[src/rtl/gpio_sched_pkg.sv]
// Shared types for the GPIO bank scheduler: FSM states, grant sources and
// the reset value of the write/read alternation flag.
package gpio_sched_pkg;

    typedef enum logic [1:0] {
        IDLE  = 2'd0,
        WRITE = 2'd1,
        READ  = 2'd2,
        RWAIT = 2'd3
    } state_t;

    typedef enum logic [1:0] {
        SRC_WR   = 2'd0,
        SRC_RD   = 2'd1,
        SRC_SCAN = 2'd2
    } src_t;

    // 1 means "last grant went to input b" (the read port), so a tie after reset goes to a.
    localparam logic LAST_RESET = 1'b1;

endpackage

[src/rtl/gpio_rr_arb.sv]
// Two-input alternating arbiter. Grants are combinational; the alternation flag
// only moves when advance is high and one of the inputs is actually granted.
module gpio_rr_arb
    import gpio_sched_pkg::*;
(
    input  logic clk,
    input  logic reset,
    input  logic req_a,
    input  logic req_b,
    input  logic advance,
    output logic grant_a,
    output logic grant_b
);

    logic last_b;

    always_comb begin
        grant_a = req_a & (~req_b | last_b);
        grant_b = req_b & (~req_a | ~last_b);
    end

    always_ff @(posedge clk) begin
        if (reset) begin
            last_b <= LAST_RESET;
        end else if (advance && (grant_a || grant_b)) begin
            last_b <= grant_b;
        end
    end

endmodule

[src/rtl/gpio_bank_scheduler.sv]
// Shares the single GPIO bank bus between host writes, host reads and a
// background round-robin scan of the input registers; one access at a time.
module gpio_bank_scheduler
    import gpio_sched_pkg::*;
#(
    parameter int          WIDTH = 32,
    parameter int unsigned N     = 4,
    parameter int          AW    = 2
) (
    input  logic             clk,
    input  logic             reset,
    input  logic             wr_req,
    input  logic [AW-1:0]    wr_addr,
    input  logic [WIDTH-1:0] wr_data,
    output logic             wr_ack,
    input  logic             rd_req,
    input  logic [AW-1:0]    rd_addr,
    output logic             rd_ack,
    output logic             rd_valid,
    output logic [WIDTH-1:0] rd_data,
    output logic             err,
    input  logic             scan_en,
    output logic             scan_valid,
    output logic [AW-1:0]    scan_addr,
    output logic [WIDTH-1:0] scan_data,
    output logic             busy,
    output logic             bank_sel,
    output logic             bank_wen,
    output logic             bank_ren,
    output logic [AW-1:0]    bank_addr,
    output logic [WIDTH-1:0] bank_wdata,
    input  logic [WIDTH-1:0] bank_rdata,
    output logic [1:0]       state_dbg
);

    // Handshake: wr_req/rd_req are held until their one-cycle ack; a request still
    // high in the next IDLE cycle is treated as a fresh request.

    state_t        state;
    src_t          src;
    logic          rd_oob;
    logic [AW-1:0] scan_ptr;
    logic          grant_wr;
    logic          grant_rd;
    logic          wr_in_range;
    logic          rd_in_range;

    assign wr_in_range = (32'(wr_addr) < N);
    assign rd_in_range = (32'(rd_addr) < N);
    assign busy        = (state != IDLE);
    assign state_dbg   = state;

    gpio_rr_arb u_arb (
        .clk     (clk),
        .reset   (reset),
        .req_a   (wr_req),
        .req_b   (rd_req),
        .advance (state == IDLE),
        .grant_a (grant_wr),
        .grant_b (grant_rd)
    );

    always_ff @(posedge clk) begin
        if (reset) begin
            state      <= IDLE;
            src        <= SRC_WR;
            rd_oob     <= 1'b0;
            scan_ptr   <= '0;
            wr_ack     <= 1'b0;
            rd_ack     <= 1'b0;
            rd_valid   <= 1'b0;
            rd_data    <= '0;
            err        <= 1'b0;
            scan_valid <= 1'b0;
            scan_addr  <= '0;
            scan_data  <= '0;
            bank_sel   <= 1'b0;
            bank_wen   <= 1'b0;
            bank_ren   <= 1'b0;
            bank_addr  <= '0;
            bank_wdata <= '0;
        end else begin
            // Pulses and strobes default low; address and write data hold.
            wr_ack     <= 1'b0;
            rd_ack     <= 1'b0;
            rd_valid   <= 1'b0;
            scan_valid <= 1'b0;
            err        <= 1'b0;
            bank_sel   <= 1'b0;
            bank_wen   <= 1'b0;
            bank_ren   <= 1'b0;
            case (state)
                IDLE: begin
                    if (grant_wr) begin
                        state      <= WRITE;
                        src        <= SRC_WR;
                        wr_ack     <= 1'b1;
                        err        <= ~wr_in_range;
                        bank_sel   <= wr_in_range;
                        bank_wen   <= wr_in_range;
                        bank_addr  <= wr_addr;
                        bank_wdata <= wr_data;
                    end else if (grant_rd) begin
                        state     <= READ;
                        src       <= SRC_RD;
                        rd_ack    <= 1'b1;
                        err       <= ~rd_in_range;
                        rd_oob    <= ~rd_in_range;
                        bank_sel  <= rd_in_range;
                        bank_ren  <= rd_in_range;
                        bank_addr <= rd_addr;
                    end else if (scan_en) begin
                        state     <= READ;
                        src       <= SRC_SCAN;
                        rd_oob    <= 1'b0;
                        bank_sel  <= 1'b1;
                        bank_ren  <= 1'b1;
                        bank_addr <= scan_ptr;
                    end
                end
                WRITE: state <= IDLE;
                READ:  state <= RWAIT;
                RWAIT: begin
                    state <= IDLE;
                    if (src == SRC_SCAN) begin
                        scan_valid <= 1'b1;
                        scan_addr  <= scan_ptr;
                        scan_data  <= bank_rdata;
                        scan_ptr   <= (scan_ptr == AW'(N - 1)) ? '0 : scan_ptr + 1'b1;
                    end else begin
                        rd_valid <= 1'b1;
                        rd_data  <= rd_oob ? '0 : bank_rdata;
                    end
                end
                default: state <= IDLE;
            endcase
        end
    end

endmodule

[config.mk]
export PLATFORM = sky130hd
export DESIGN_NAME = gpio_bank_scheduler
export DESIGN_NICKNAME = d
export VERILOG_FILES = /design/src/rtl/gpio_sched_pkg.sv /design/src/rtl/gpio_rr_arb.sv /design/src/rtl/gpio_bank_scheduler.sv
export SDC_FILE = /design/constraint.sdc
export NUM_CORES = 1
export LEC_CHECK = 0
export ABC_AREA = 1
export CAP_MARGIN = 20
export CORE_MARGIN = 5
export CORE_UTILIZATION = 30
export CTS_CLUSTER_DIAMETER = 80
export CTS_CLUSTER_SIZE = 14
export DETAILED_ROUTE_END_ITERATION = 12
export SYNTH_ARGS = -nofsm -noshare
export SYNTH_HDL_FRONTEND = slang
export SYNTH_SLANG_ARGS = --single-unit
[constraint.sdc]
create_clock -name clk -period 1.27 [get_ports clk]
set_input_delay 0.254 -clock clk [delete_from_list [all_inputs] [get_ports clk]]
set_output_delay 0.254 -clock clk [all_outputs]
set_load 0.02 [all_outputs]
# [Word-level counts from Yosys, hierarchy flattened]
# Cells that the tools add are included.
[totals] in_bits=73 out_inout_bits=111 register_bits=114 word_cells=69
[op_classes] n_reduce_logical=15 n_mux=20 n_eq_ne=6 add_sub_neg=1 bitwise=11
[op_table] operator="32-bit two-way mux" count=1
[op_table] operator="2-bit two-way mux" count=9
[op_table] operator="1-bit two-way mux" count=9
[op_table] operator="2-bit equality test (second input constant)" count=4
[op_table] operator="2-bit AND reduction" count=4
[op_table] operator="1-bit inverter" count=7
[op_table] operator="2-bit case mux with 3 select lines" count=1
[op_table] operator="2-bit OR reduction" count=3
[op_table] operator="4-bit inequality test (second input constant)" count=1
[op_table] operator="2-bit nonzero test" count=2
[op_table] operator="3-bit AND reduction" count=1
[op_table] operator="3-bit nonzero test" count=1
[op_table] operator="3-bit OR reduction" count=1
[op_table] operator="2-bit by 1-bit adder with 2-bit output (second input constant)" count=1
[op_table] operator="1-bit AND" count=2
[op_table] operator="2-bit by 1-bit equality test with 1-bit output (second input constant)" count=1
[op_table] operator="2-bit zero test" count=1
[op_table] operator="1-bit OR" count=2
[op_table] operator="1-bit logical AND" count=1
[op_table] operator="1-bit logical OR" count=1

# [Longest topological paths before layout]
[logic_depth] word_depth=6 mapped_depth=7 depth_no_buf=7

# [Hierarchy]
# A second synthesis with hierarchy kept.
[hier_totals] hier_cells=510 area_unflattened_um2=4106.4
[by_module_without_submodules] mod="gpio_bank_scheduler" instances=1 area_each_um2=4046.4 cells_per_inst=501 seq_area_each_um2=2242.2
[by_module_without_submodules] mod="gpio_rr_arb" instances=1 area_each_um2=60.1 cells_per_inst=9 seq_area_each_um2=20.0

# [Least setup slack after synthesis]
# No wires, ideal clock.
[synth_timing] kind="flip-flop to flip-flop" start="register state[1], in the netlist state_dbg[1]" end="register scan_data[14]" path_buffers=1 t_required_ns=1.154 t_arrival_ns=1.223 setup_time_ns=0.116 slack_ns=-0.069 synth_period_minus_slack_ns=1.339 path_stages_with_launch=7 cell_sequence="dfxtp_1 -> nand2_4 -> nor2_8 -> inv_2 -> buf_2 -> nor2_1 -> nor2_1"
[synth_between] elab_chain_cells=2
[synth_lines] item="start: declaration" line="gpio_bank_scheduler.sv:39" text="state_t state;"
[synth_lines] item="start signal: assignment" line="gpio_bank_scheduler.sv:65" text="state <= IDLE;"
[synth_lines] item="start signal: assignment" line="gpio_bank_scheduler.sv:95" text="state <= WRITE;"
[synth_lines] item="start signal: assignment" line="gpio_bank_scheduler.sv:104" text="state <= READ;"
[synth_lines] item="2-bit equality test" line="gpio_bank_scheduler.sv:92" text="case (state)"
[synth_lines] item="2-bit AND reduction (no line)"
[synth_lines] item="end signal: assignment" line="gpio_bank_scheduler.sv:128" text="scan_data <= bank_rdata;"
[synth_lines] item="end: declaration" line="gpio_bank_scheduler.sv:25" text="output logic [WIDTH-1:0] scan_data,"
# Every way passes these cells.
# A chain may end at the register's enable or synchronous reset.

# [Worst setup path in the final report]
[layout_timing] start="register state[0], in the netlist state_dbg[0]" end="output port busy"
[layout_between] elab_chain_cells=1
[layout_lines] item="2-bit nonzero test" line="gpio_bank_scheduler.sv:50" text="assign busy = (state != IDLE);"
[layout_lines] item="end: declaration" line="gpio_bank_scheduler.sv:26" text="output logic busy,"
# Every way passes these cells.

==> run_results.csv <==
group,metric,value,unit
sta,min_period,1.30,ns
synthesis,yosys_warnings,0,
final_layout,mostFrequentLayoutCell,"dfxtp_1",
critical_path,path_delay_family,"flip-flops",
place,hpwlAfterDp,9430,µm
clocking,clock_latency,0.41,ns
sta,fmax,772,MHz
min_path,holdPathEnd,"bank_wdata[31]",
critical_path,end_kind,"primary output",
global_route,grt_overflow_total,0,
final_layout,fin_util,50.1,%
floorplan,dieArea,16100,µm²
critical_path,critPathKind,"reg2out",
clocking,clock_sinks,113,
final_layout,area_growth,62.7,%
synthesis,yosysUniqueCellTypes,24,
sta,setup_viol,3,
critical_path,worstPathCellList,"nor2_4 > inv_2 > buf_6",
global_route,grt_usage,16.6,%
floorplan,core_area,13300,µm²
status,status,"finished with violations",
min_path,hold_start,"bank_wdata[31]",
global_route,antenna_found_initial,0,
sta,fin_ws,-0.0254,ns
synthesis,syn_inst,513,
clocking,h-tree-depth,4,
synthesis,synth.avg_cell_area,7.99,µm²
drt,drt-met1-wl,5730,µm
place,place_congestion,0.823,
drt,highest_layer,"met4",
global_route,grt_pass1_vias,4103,
clocking,hold_buffers,0,
clocking,cts_root_buffer,"clkbuf_16",
final_layout,stdcell_area,6660,µm²
clocking,numCtsBuffers,17,
sta,final.setup.tns,-0.0264,ns
sta,skew,0.00639,ns
drt,wl_met2,6600,µm
status,violations,"setup timing",
floorplan,fp-row-count,42,
pwr,p_leak,3.18,nW
run,cap_violations,0,
min_path,hold_class,"reg2reg",
critical_path,arrival,1.04,ns
global_route,grt_pass1_wl,21200,µm
drt,num_vias,4133,
drt,firstDrtPassIters,4,
sta,rsz0062_at_grt,"true",
clocking,tritoncts,"yes",
critical_path,required,1.02,ns
drt,routed-wl-met3,1370,µm
pwr,p_total,10.4,mW
clocking,cts.clk_slew.worst_paths,0.05,ns
critical_path,crit_path_start_kind,"flop",
drt,ant_nets,0,
synthesis,seq_area_frac_synth,55.2,%
pwr,peakVddDrop,741,µV
critical_path,r2r_slack,0,ns
clocking,clock_path_buffers,2,
sta,fin_crit_sh,102,%
synthesis,ys_ff_latch,113,
place,port_buffers,182,
min_path,worstHoldPathCells,2,
drt,drtIter0Drc,225,
final_layout,fillers,1304,
global_route,grt_start_max_net_pins,40,
floorplan,fp.dieH,127,µm
drt,wl,14000,µm
sta,hold_viol_final,0,
critical_path,worstRegToRegCells,5,
critical_path,cpMaxStageDelayCell,"dfxtp_4",
pwr,power_density,1550,nW/µm²
synthesis,synth_nets,587,
critical_path,r2r_end,"bank_wdata[3]",
synthesis,synth_area,4100,µm²
final_layout,fin_nets,792,
critical_path,path_max_fanout,3,
final_layout,layout_common_cells,"111 x dfxtp_1, 105 x buf_2, 103 x nor2_1, 71 x clkdlybuf4s50_1, 68 x o21ai_0",
place,placed_cell_area,6260,µm²
final_layout,num_antenna_cells,0,
final_layout,drive_gt1_share,31.8,%
drt,drc,0,
drt,viasPerCell,4.56,
drt,wl_per_cell,15.5,µm
sta,drv_slew,0,
critical_path,reg2reg_from,"state_dbg[0]",
floorplan,start_util,30.8,%
floorplan,die_w,127,µm
floorplan,ios,184,
critical_path,cp_slowest_stage_delay,0.35,ns
critical_path,crit_buf_inv,2,
[per-stage QoR]
step	worst slack, ns	std cells	hold WS [ns]
after floorplan	0.0706	513	0.389
after global placement	-0.324	868	0.430
after detailed placement	-0.373	868	0.432
after CTS	-0.0360	901	0.435
after global routing	-0.0894	906	0.447
final	-0.0254	906	0.438
[power breakdown]
group / total (mW) / switching (mW) / internal [mW]
Sequential: 3.90 / 0.121 / 3.78
Combinational: 1.54 / 0.857 / 0.683
Clock: 4.92 / 1.54 / 3.38
[routing by layer]
layer	track usage (%)	up-vias
met4	8.14	0
met1	18.7	1888
met2	26.4	163
li1	-	2061
met5	0	-
met3	7.73	21
[kinds of logic after synthesis]
family	count (synthesis)	synth area share, %
AO/OA/AOI/OAI	140	17.4
other	1	0.0915
AND/OR/NAND/NOR	180	18.0
flip-flops	113	55.2
buffers and inverters	78	8.95
adder cells (fa/ha/maj)	1	0.305
[worst register-to-register path, stage by stage, from the launching register on]
cell	delay [ns]
dfxtp_4	0.35
nor2_4	0.11
buf_4	0.14
nand3_4	0.12
bufbuf_16	0.32
a21oi_1	0.15
[layout make-up]
| class | count | area [µm²] | share of cell area [%] |
|---|---|---|---|
| Sequential cell | 113 | 2270 | 34.1 |
| Timing Repair Buffer | 219 | 1780 | 26.6 |
| Multi-Input combinational cell | 322 | 1600 | 24.1 |
| Clock buffer | 27 | 523 | 7.85 |
| Tap cell | 176 | 220 | 3.30 |
| Inverter | 45 | 176 | 2.65 |
| Clock inverter | 4 | 95.1 | 1.43 |
[sequential cells by signal, indices dropped and copies added, names as in the netlist, 2 cells and up]
name        cells
bank_wdata     32
scan_ptr        2
scan_addr       2
state_dbg       2
rd_data        32
bank_addr       2
scan_data      32
src             2
[synthesized netlist by cell type, drive strengths merged]
cell / count / area share [%]
nand2: 19 / 1.9
inv: 45 / 4.1
clkbuf: 14 / 1.4
o21ai: 101 / 12
nand4: 3 / 0.46
dfxtp: 113 / 55
conb: 1 / 0.092
nand3b: 1 / 0.18
a21oi: 38 / 4.9
a21boi: 1 / 0.18
nand3: 11 / 1.5
buf: 19 / 3.5
ha: 1 / 0.31
nor2: 146 / 14
[what timing repair did]
action                     CTS  global route
buffers inserted             1             1
resized for setup          430           102
setup endpoints to repair  158           115
cloned                       1             4
pin swaps                    2             4
[worst max path at each step]
stage / from / cells past startpoint / end
after global routing: state_dbg[0] / 3 / busy
after detailed placement: wr_req / 6 / state_dbg[1]
after floorplan: state_dbg[1] / 6 / bank_wdata[25]
after CTS: state_dbg[0] / 3 / busy
after global placement: wr_req / 6 / state_dbg[0]
final: state_dbg[0] / 3 / busy
Note: power is estimated with default switching activity, not from simulation.
